[config.mk]
export PLATFORM = sky130hd
export DESIGN_NAME = pc_sequencer_flat
export DESIGN_NICKNAME = d
export VERILOG_FILES = /design/src/rtl/cpu_pkg.sv /design/src/rtl/pc_sequencer_if.sv /design/src/rtl/pc_sequencer_pc_next.sv /design/src/rtl/pc_sequencer.sv /design/src/flat_wrapper.sv
export SDC_FILE = /design/constraint.sdc
export NUM_CORES = 1
export LEC_CHECK = 0
export BUFFER_PORTS_ARGS = -buffer_cell sky130_fd_sc_hd__buf_2
export CAP_MARGIN = 40
export CELL_PAD_IN_SITES_DETAIL_PLACEMENT = 1
export CELL_PAD_IN_SITES_GLOBAL_PLACEMENT = 1
export CORE_MARGIN = 2
export CORE_UTILIZATION = 39
export DETAILED_ROUTE_END_ITERATION = 10
export GPL_ROUTABILITY_DRIVEN = 0
export PLACE_DENSITY_LB_ADDON = 0.1
export SLEW_MARGIN = 20
export SYNTH_ARGS = -nofsm -noshare
export SYNTH_HDL_FRONTEND = slang
export SYNTH_HIERARCHICAL = 1
export SYNTH_SLANG_ARGS = --single-unit
[constraint.sdc]
create_clock -name clk -period 3.1 [get_ports clk]
set_input_delay 0.62 -clock clk [delete_from_list [all_inputs] [get_ports clk]]
set_output_delay 0.62 -clock clk [all_outputs]
set_load 0.03 [all_outputs]
[src/rtl/cpu_pkg.sv]
// Shared types and constants for the lab CPU fetch path.
// The state enum is shared so checkers and the later pipelined core decode it identically.
package cpu_pkg;
  localparam int PC_W    = 9;
  localparam int INSTR_W = 32;

  localparam logic [INSTR_W-1:0] HALT_WORD_DEFAULT = 32'hFFFF_FFFF;

  typedef enum logic [2:0] {
    ST_IDLE  = 3'd0,
    ST_FETCH = 3'd1,
    ST_WAIT  = 3'd2,
    ST_ISSUE = 3'd3,
    ST_HALT  = 3'd4
  } seq_state_t;
endpackage

[src/rtl/pc_sequencer_if.sv]
// Instruction memory and decode-side handshakes of the fetch sequencer.
// imem: req is held until a one-cycle ack. instr: a transfer happens on any cycle with valid & ready.
interface pc_sequencer_if;
  import cpu_pkg::*;

  logic               imem_req;
  logic [PC_W-1:0]    imem_addr;
  logic               imem_ack;
  logic [INSTR_W-1:0] imem_data;
  logic [INSTR_W-1:0] instr;
  logic               instr_valid;
  logic               instr_ready;
  logic               redirect;
  logic [PC_W-1:0]    redirect_pc;

  modport master (
    output imem_req, imem_addr, instr, instr_valid,
    input  imem_ack, imem_data, instr_ready, redirect, redirect_pc
  );

  modport slave (
    input  imem_req, imem_addr, instr, instr_valid,
    output imem_ack, imem_data, instr_ready, redirect, redirect_pc
  );
endinterface

[src/rtl/pc_sequencer_pc_next.sv]
// Next-PC select: hold, redirect target, or sequential increment wrapping at 2^PC_W.
module pc_next
  import cpu_pkg::*;
(
  input  logic [PC_W-1:0] pc,
  input  logic            hold,
  input  logic            redirect,
  input  logic [PC_W-1:0] redirect_pc,
  output logic [PC_W-1:0] next_pc
);

  always_comb begin
    next_pc = pc + PC_W'(1);
    if (hold) begin
      next_pc = pc;
    end else if (redirect) begin
      next_pc = redirect_pc;
    end
  end

endmodule

[src/rtl/pc_sequencer.sv]
// Fetch sequencer: owns the PC, fetches one instruction at a time and hands it to decode.
// All outputs come straight from flops; no input reaches an output in the same cycle.
module pc_sequencer
  import cpu_pkg::*;
#(
  parameter logic [PC_W-1:0]    RESET_PC  = 9'h000,
  parameter int                 TIMEOUT   = 16,
  parameter logic [INSTR_W-1:0] HALT_WORD = HALT_WORD_DEFAULT
) (
  input  logic                clk,
  input  logic                rst,
  input  logic                start,
  pc_sequencer_if.master      bus,
  output logic [PC_W-1:0]     pc,
  output logic                halted,
  output logic                err,
  output logic [15:0]         retired,
  output seq_state_t          dbg_state
);

  localparam int CNT_W = (TIMEOUT > 2) ? $clog2(TIMEOUT) : 1;
  localparam logic [CNT_W-1:0] CNT_LAST = CNT_W'(TIMEOUT - 1);

  seq_state_t         state;
  logic [CNT_W-1:0]   wait_cnt;
  logic [INSTR_W-1:0] instr_q;
  logic               req_q;
  logic [PC_W-1:0]    addr_q;
  logic               valid_q;
  logic [PC_W-1:0]    next_pc;
  logic               is_halt;

  assign is_halt = (instr_q == HALT_WORD);

  pc_next u_pc_next (
    .pc          (pc),
    .hold        (is_halt),
    .redirect    (bus.redirect),
    .redirect_pc (bus.redirect_pc),
    .next_pc     (next_pc)
  );

  // imem_addr is zero whenever no request is outstanding, so it is registered
  // together with imem_req on every transition into or out of FETCH/WAIT.
  always_ff @(posedge clk or posedge rst) begin
    if (rst) begin
      state    <= ST_IDLE;
      pc       <= RESET_PC;
      instr_q  <= '0;
      wait_cnt <= '0;
      req_q    <= 1'b0;
      addr_q   <= '0;
      valid_q  <= 1'b0;
      halted   <= 1'b0;
      err      <= 1'b0;
      retired  <= '0;
    end else begin
      case (state)
        ST_IDLE: begin
          if (start) begin
            state  <= ST_FETCH;
            req_q  <= 1'b1;
            addr_q <= pc;
          end
        end
        ST_FETCH: begin
          wait_cnt <= '0;
          state    <= ST_WAIT;
        end
        ST_WAIT: begin
          if (bus.imem_ack) begin
            instr_q <= bus.imem_data;
            state   <= ST_ISSUE;
            req_q   <= 1'b0;
            addr_q  <= '0;
            valid_q <= 1'b1;
          end else if (wait_cnt == CNT_LAST) begin
            err    <= 1'b1;
            state  <= ST_HALT;
            req_q  <= 1'b0;
            addr_q <= '0;
            halted <= 1'b1;
          end else begin
            wait_cnt <= wait_cnt + CNT_W'(1);
          end
        end
        ST_ISSUE: begin
          if (bus.instr_ready) begin
            retired <= retired + 16'd1;
            pc      <= next_pc;
            valid_q <= 1'b0;
            if (is_halt) begin
              state  <= ST_HALT;
              halted <= 1'b1;
            end else begin
              state  <= ST_FETCH;
              req_q  <= 1'b1;
              addr_q <= next_pc;
            end
          end
        end
        ST_HALT: begin
          if (start) begin
            pc     <= RESET_PC;
            err    <= 1'b0;
            state  <= ST_FETCH;
            halted <= 1'b0;
            req_q  <= 1'b1;
            addr_q <= RESET_PC;
          end
        end
        default: begin
          state   <= ST_IDLE;
          req_q   <= 1'b0;
          addr_q  <= '0;
          valid_q <= 1'b0;
          halted  <= 1'b0;
        end
      endcase
    end
  end

  assign bus.imem_req    = req_q;
  assign bus.imem_addr   = addr_q;
  assign bus.instr       = instr_q;
  assign bus.instr_valid = valid_q;
  assign dbg_state       = state;

endmodule
[src/flat_wrapper.sv]
// flat-port wrapper written by rule: the top's interface ports become plain ports
module pc_sequencer_flat import cpu_pkg::*;
#(
  parameter logic [PC_W-1:0]    RESET_PC  = 9'h000,
  parameter int                 TIMEOUT   = 16,
  parameter logic [INSTR_W-1:0] HALT_WORD = HALT_WORD_DEFAULT
)
  (clk, rst, start, pc, halted, err, retired, dbg_state, bus_imem_req, bus_imem_addr, bus_instr, bus_instr_valid, bus_imem_ack, bus_imem_data, bus_instr_ready, bus_redirect, bus_redirect_pc);
  pc_sequencer_if bus_i ();
  input  logic clk;
  input  logic rst;
  input  logic start;
  output logic [PC_W-1:0] pc;
  output logic halted;
  output logic err;
  output logic [15:0] retired;
  output seq_state_t dbg_state;
  output wire logic [$bits(bus_i.imem_req)-1:0] bus_imem_req;
  output wire logic [$bits(bus_i.imem_addr)-1:0] bus_imem_addr;
  output wire logic [$bits(bus_i.instr)-1:0] bus_instr;
  output wire logic [$bits(bus_i.instr_valid)-1:0] bus_instr_valid;
  input wire logic [$bits(bus_i.imem_ack)-1:0] bus_imem_ack;
  input wire logic [$bits(bus_i.imem_data)-1:0] bus_imem_data;
  input wire logic [$bits(bus_i.instr_ready)-1:0] bus_instr_ready;
  input wire logic [$bits(bus_i.redirect)-1:0] bus_redirect;
  input wire logic [$bits(bus_i.redirect_pc)-1:0] bus_redirect_pc;
  assign bus_imem_req = bus_i.imem_req;
  assign bus_imem_addr = bus_i.imem_addr;
  assign bus_instr = bus_i.instr;
  assign bus_instr_valid = bus_i.instr_valid;
  assign bus_i.imem_ack = bus_imem_ack;
  assign bus_i.imem_data = bus_imem_data;
  assign bus_i.instr_ready = bus_instr_ready;
  assign bus_i.redirect = bus_redirect;
  assign bus_i.redirect_pc = bus_redirect_pc;
  pc_sequencer #(.RESET_PC(RESET_PC), .TIMEOUT(TIMEOUT), .HALT_WORD(HALT_WORD)) u_core (.clk(clk), .rst(rst), .start(start), .bus(bus_i), .pc(pc), .halted(halted), .err(err), .retired(retired), .dbg_state(dbg_state));
endmodule
==> flow_summary.toml <==
[worst_setup_path]
crit_path_cell_trace = "nand4_1 > nor4_1 > and3_1 > inv_1 > a21oi_1 > a21oi_1 > a22oi_1 > nor2_1 > mux2_2"
required_ns = 3.35
reg2reg_depth = 9
cp.depth = 9
cpPeakStageDelay_ns = 0.56
cp_max_fo = 12
worstSetupPathType = "reg2reg"
cp_top_family = "simple AND/OR/NAND/NOR gates"
cp-start-kind = "flop"
path_common_cell = "a21oi_1"
crit_slowest_cell = "nor4_1"
arrival_ns = 3.01
end_kind = "flop"
crit_buf_inv = 1

[route]
dr.first_iter.drc_count = 60
drt_pre_antenna_iters = 4
drc = 0
routedWlPerCell_um = 16.7
totalWireLength_um = 10400
routed_via_density = 5.24
ant_nets = 0
vias = 3251

[run]
maxCapViolCount = 0

[grt]
grt_pass1_vias = 3245
overflow = 0
grtUsageTotal = 0.200
antenna_found_initial = 0
grt_max_degree = 34
grt_pass1_wl_um = 16300

[logic_synthesis]
ys_warn_count = 6
synth-seq-cells = 77
netlist_area_sq_mm = 0.00380
synth_cells = 361
synth-edff-count = 0
ys.flop_type = "dfrtp_1"
ys_seq_area_frac = 0.508
syn_nets = 411
syn_avg_cell_area_sq_um = 10.5
synth_cell_type_count = 51
async_flop_share = 1.00

[floorplanning]
dieWidth_um = 103
core-area_sq_mm = 0.00959
num_io_pins = 120
initial_core_util = 0.396
rows = 36
die_h_um = 103
die-area_sq_mm = 0.0105

[cts]
insertion_delay_ns = 0.36
cts_max_level = 3
clock_sinks = 77
hold_buffers = 0
cts_buffers = 9
cts_root_buf = "clkbuf_8"
cts_resized = 0
cts_tree = "yes"
post-cts-setup-buffers = 0
clkTransAtPathRegs_ns = 0.09
cts_max_path_buffers = 2

[placed_design]
hpwl_um = 7550
io_buffers = 119

[timing]
fin_crit_sh = 0.890
worst_pin_slew_ns = 0.725
period_needed_ns = 2.76
finalSetupViolations = 0
slew_violations = 0
timing_hold_violations_final = 0
maxSlewHeadroom = 0.516
max_freq_ghz = 0.363
tns_ns = 0
rsz0062_at_grt = "false"
fin_skew_ns = 0.0159

[pwr]
irDropWorstVdd_uv = 520
p_per_area_mw_per_mm2 = 1010
total_power_mw = 4.75
p_leak_nw = 2.25

[cells_and_area]
layout.nets = 533
diodes = 0
synthToLayoutAreaGrowth_pct = 24.4
drive_above_1_share = 0.402
utilization = 0.492

[status]
status = "finished, final reports clean"

[worst_hold_path]
hold_class = "in2async"
-- layout by cell type (no fill, tap or decap), types with 3 or more instances in the layout --
master,netlist,layout
clkinvlp_4,0,3
xnor2_1,11,11
a22oi_1,14,14
dfrtp_1,77,77
xor2_1,4,4
nand2b_1,3,3
inv_1,9,8
buf_2,4,119
nand4_1,15,15
clkbuf_8,0,10
o22ai_1,3,3
nor2_1,30,30
and3_1,5,5
ha_1,3,3
mux2_2,41,41
a21oi_1,20,20
nand2_1,34,34
nor3_1,5,5
nand3_1,8,8
buf_4,4,8
o21ai_0,22,22
-- path summary, 6_finish.rpt --
path,endpoint,slack [ns],startpoint
max,u_core/bus.imem_addr[6]$_DFFE_PP0P_,0.34,u_core/bus.instr[15]$_DFFE_PP0P_
min,u_core/bus.instr[8]$_DFFE_PP0P_,0.37,rst
max reg2reg,u_core/bus.imem_addr[6]$_DFFE_PP0P_,0.34,u_core/bus.instr[15]$_DFFE_PP0P_
min reg2reg,u_core/retired[15]$_DFFE_PP0P_,0.47,u_core/retired[15]$_DFFE_PP0P_
max in group asynchronous,u_core/pc[2]$_DFFE_PP0P_,2.01,rst
min in group clk,u_core/retired[15]$_DFFE_PP0P_,0.47,u_core/retired[15]$_DFFE_PP0P_
-- Yosys cell counts (2+ instances only) --
cell       instances  share of area
nor3_1             5         0.0066
and2_1             2         0.0033
nand4_1           15          0.025
nor2b_1            2         0.0033
o32ai_1            2         0.0046
o22a_1             2         0.0046
a31oi_1            2         0.0033
nand4_2            2         0.0066
dfrtp_1           77           0.51
clkbuf_1           7         0.0069
o21ai_0           22          0.029
a22oi_1           14          0.028
or3_1              2         0.0033
buf_2              4         0.0053
ha_1               3         0.0099
nand2_1           34          0.034
buf_6              2         0.0059
nand3_1            8          0.011
o22ai_1            3         0.0049
nor2_1            30          0.030
inv_1              9         0.0089
xnor2_1           11          0.025
buf_4              4         0.0079
a211oi_1           2         0.0040
and3_1             5         0.0082
mux2i_1            2         0.0053
nand2b_1           3         0.0049
xor2_1             4         0.0092
o2bb2ai_1          2         0.0046
a21oi_1           20          0.026
mux2_2            41           0.12
-- stage by stage --
stage                     std cells  cell area (sq um)  hold slack [ns]  setup WS [ns]
after floorplan                 361               3800            0.496          0.513
after global routing            621               4720            0.408          0.111
after global placement          605               4540            0.458          0.459
final                           621               4720            0.371          0.342
after CTS                       621               4720            0.387          0.335
after detailed placement        605               4540            0.461          0.359
-- registers in the layout, summed over array words and instances (netlist names) --
register                count
u_core/wait_cnt             4
u_core/bus.imem_addr        9
u_core/halted               1
u_core/retired             16
u_core/err                  1
u_core/bus.instr_valid      1
u_core/pc                   9
u_core/bus.imem_req         1
u_core/dbg_state            3
u_core/bus.instr           32
-- per-layer routing --
layer / up-vias / global-route usage / share of wire
li1: 1544 / - / -
met5: - / 0 / 0
met1: 1617 / 0.258 / 0.44
met4: 0 / 0.0790 / 0.014
met3: 12 / 0.0495 / 0.054
met2: 78 / 0.323 / 0.49
-- cells by family after synthesis --
family / count (synthesis) / share of synthesized area
multiplexers: 43 / 0.127
flip-flops: 77 / 0.508
AO/OA/AOI/OAI: 78 / 0.129
AND/OR/NAND/NOR: 118 / 0.157
adder cells (fa/ha/maj): 3 / 0.00989
XOR/XNOR: 15 / 0.0346
buffers and inverters: 27 / 0.0359
-- power breakdown --
group          internal (mW)  switching (mW)  total [mW]
logic                  0.829            1.44        2.27
registers               1.37           0.384        1.76
clock network          0.317           0.406       0.723
total                   2.52            2.23        4.75
-- final cells by class --
class | count | area (sq um)
clock buffer | 10 | 138
clock inverter | 6 | 45.0
fill | 1139 | 4870
inverter | 10 | 37.5
multi-input combinational | 257 | 1730
sequential | 77 | 1930
tap | 133 | 166
timing repair buffer | 128 | 676
No activity file was read; power rests on OpenSTA's default activity.
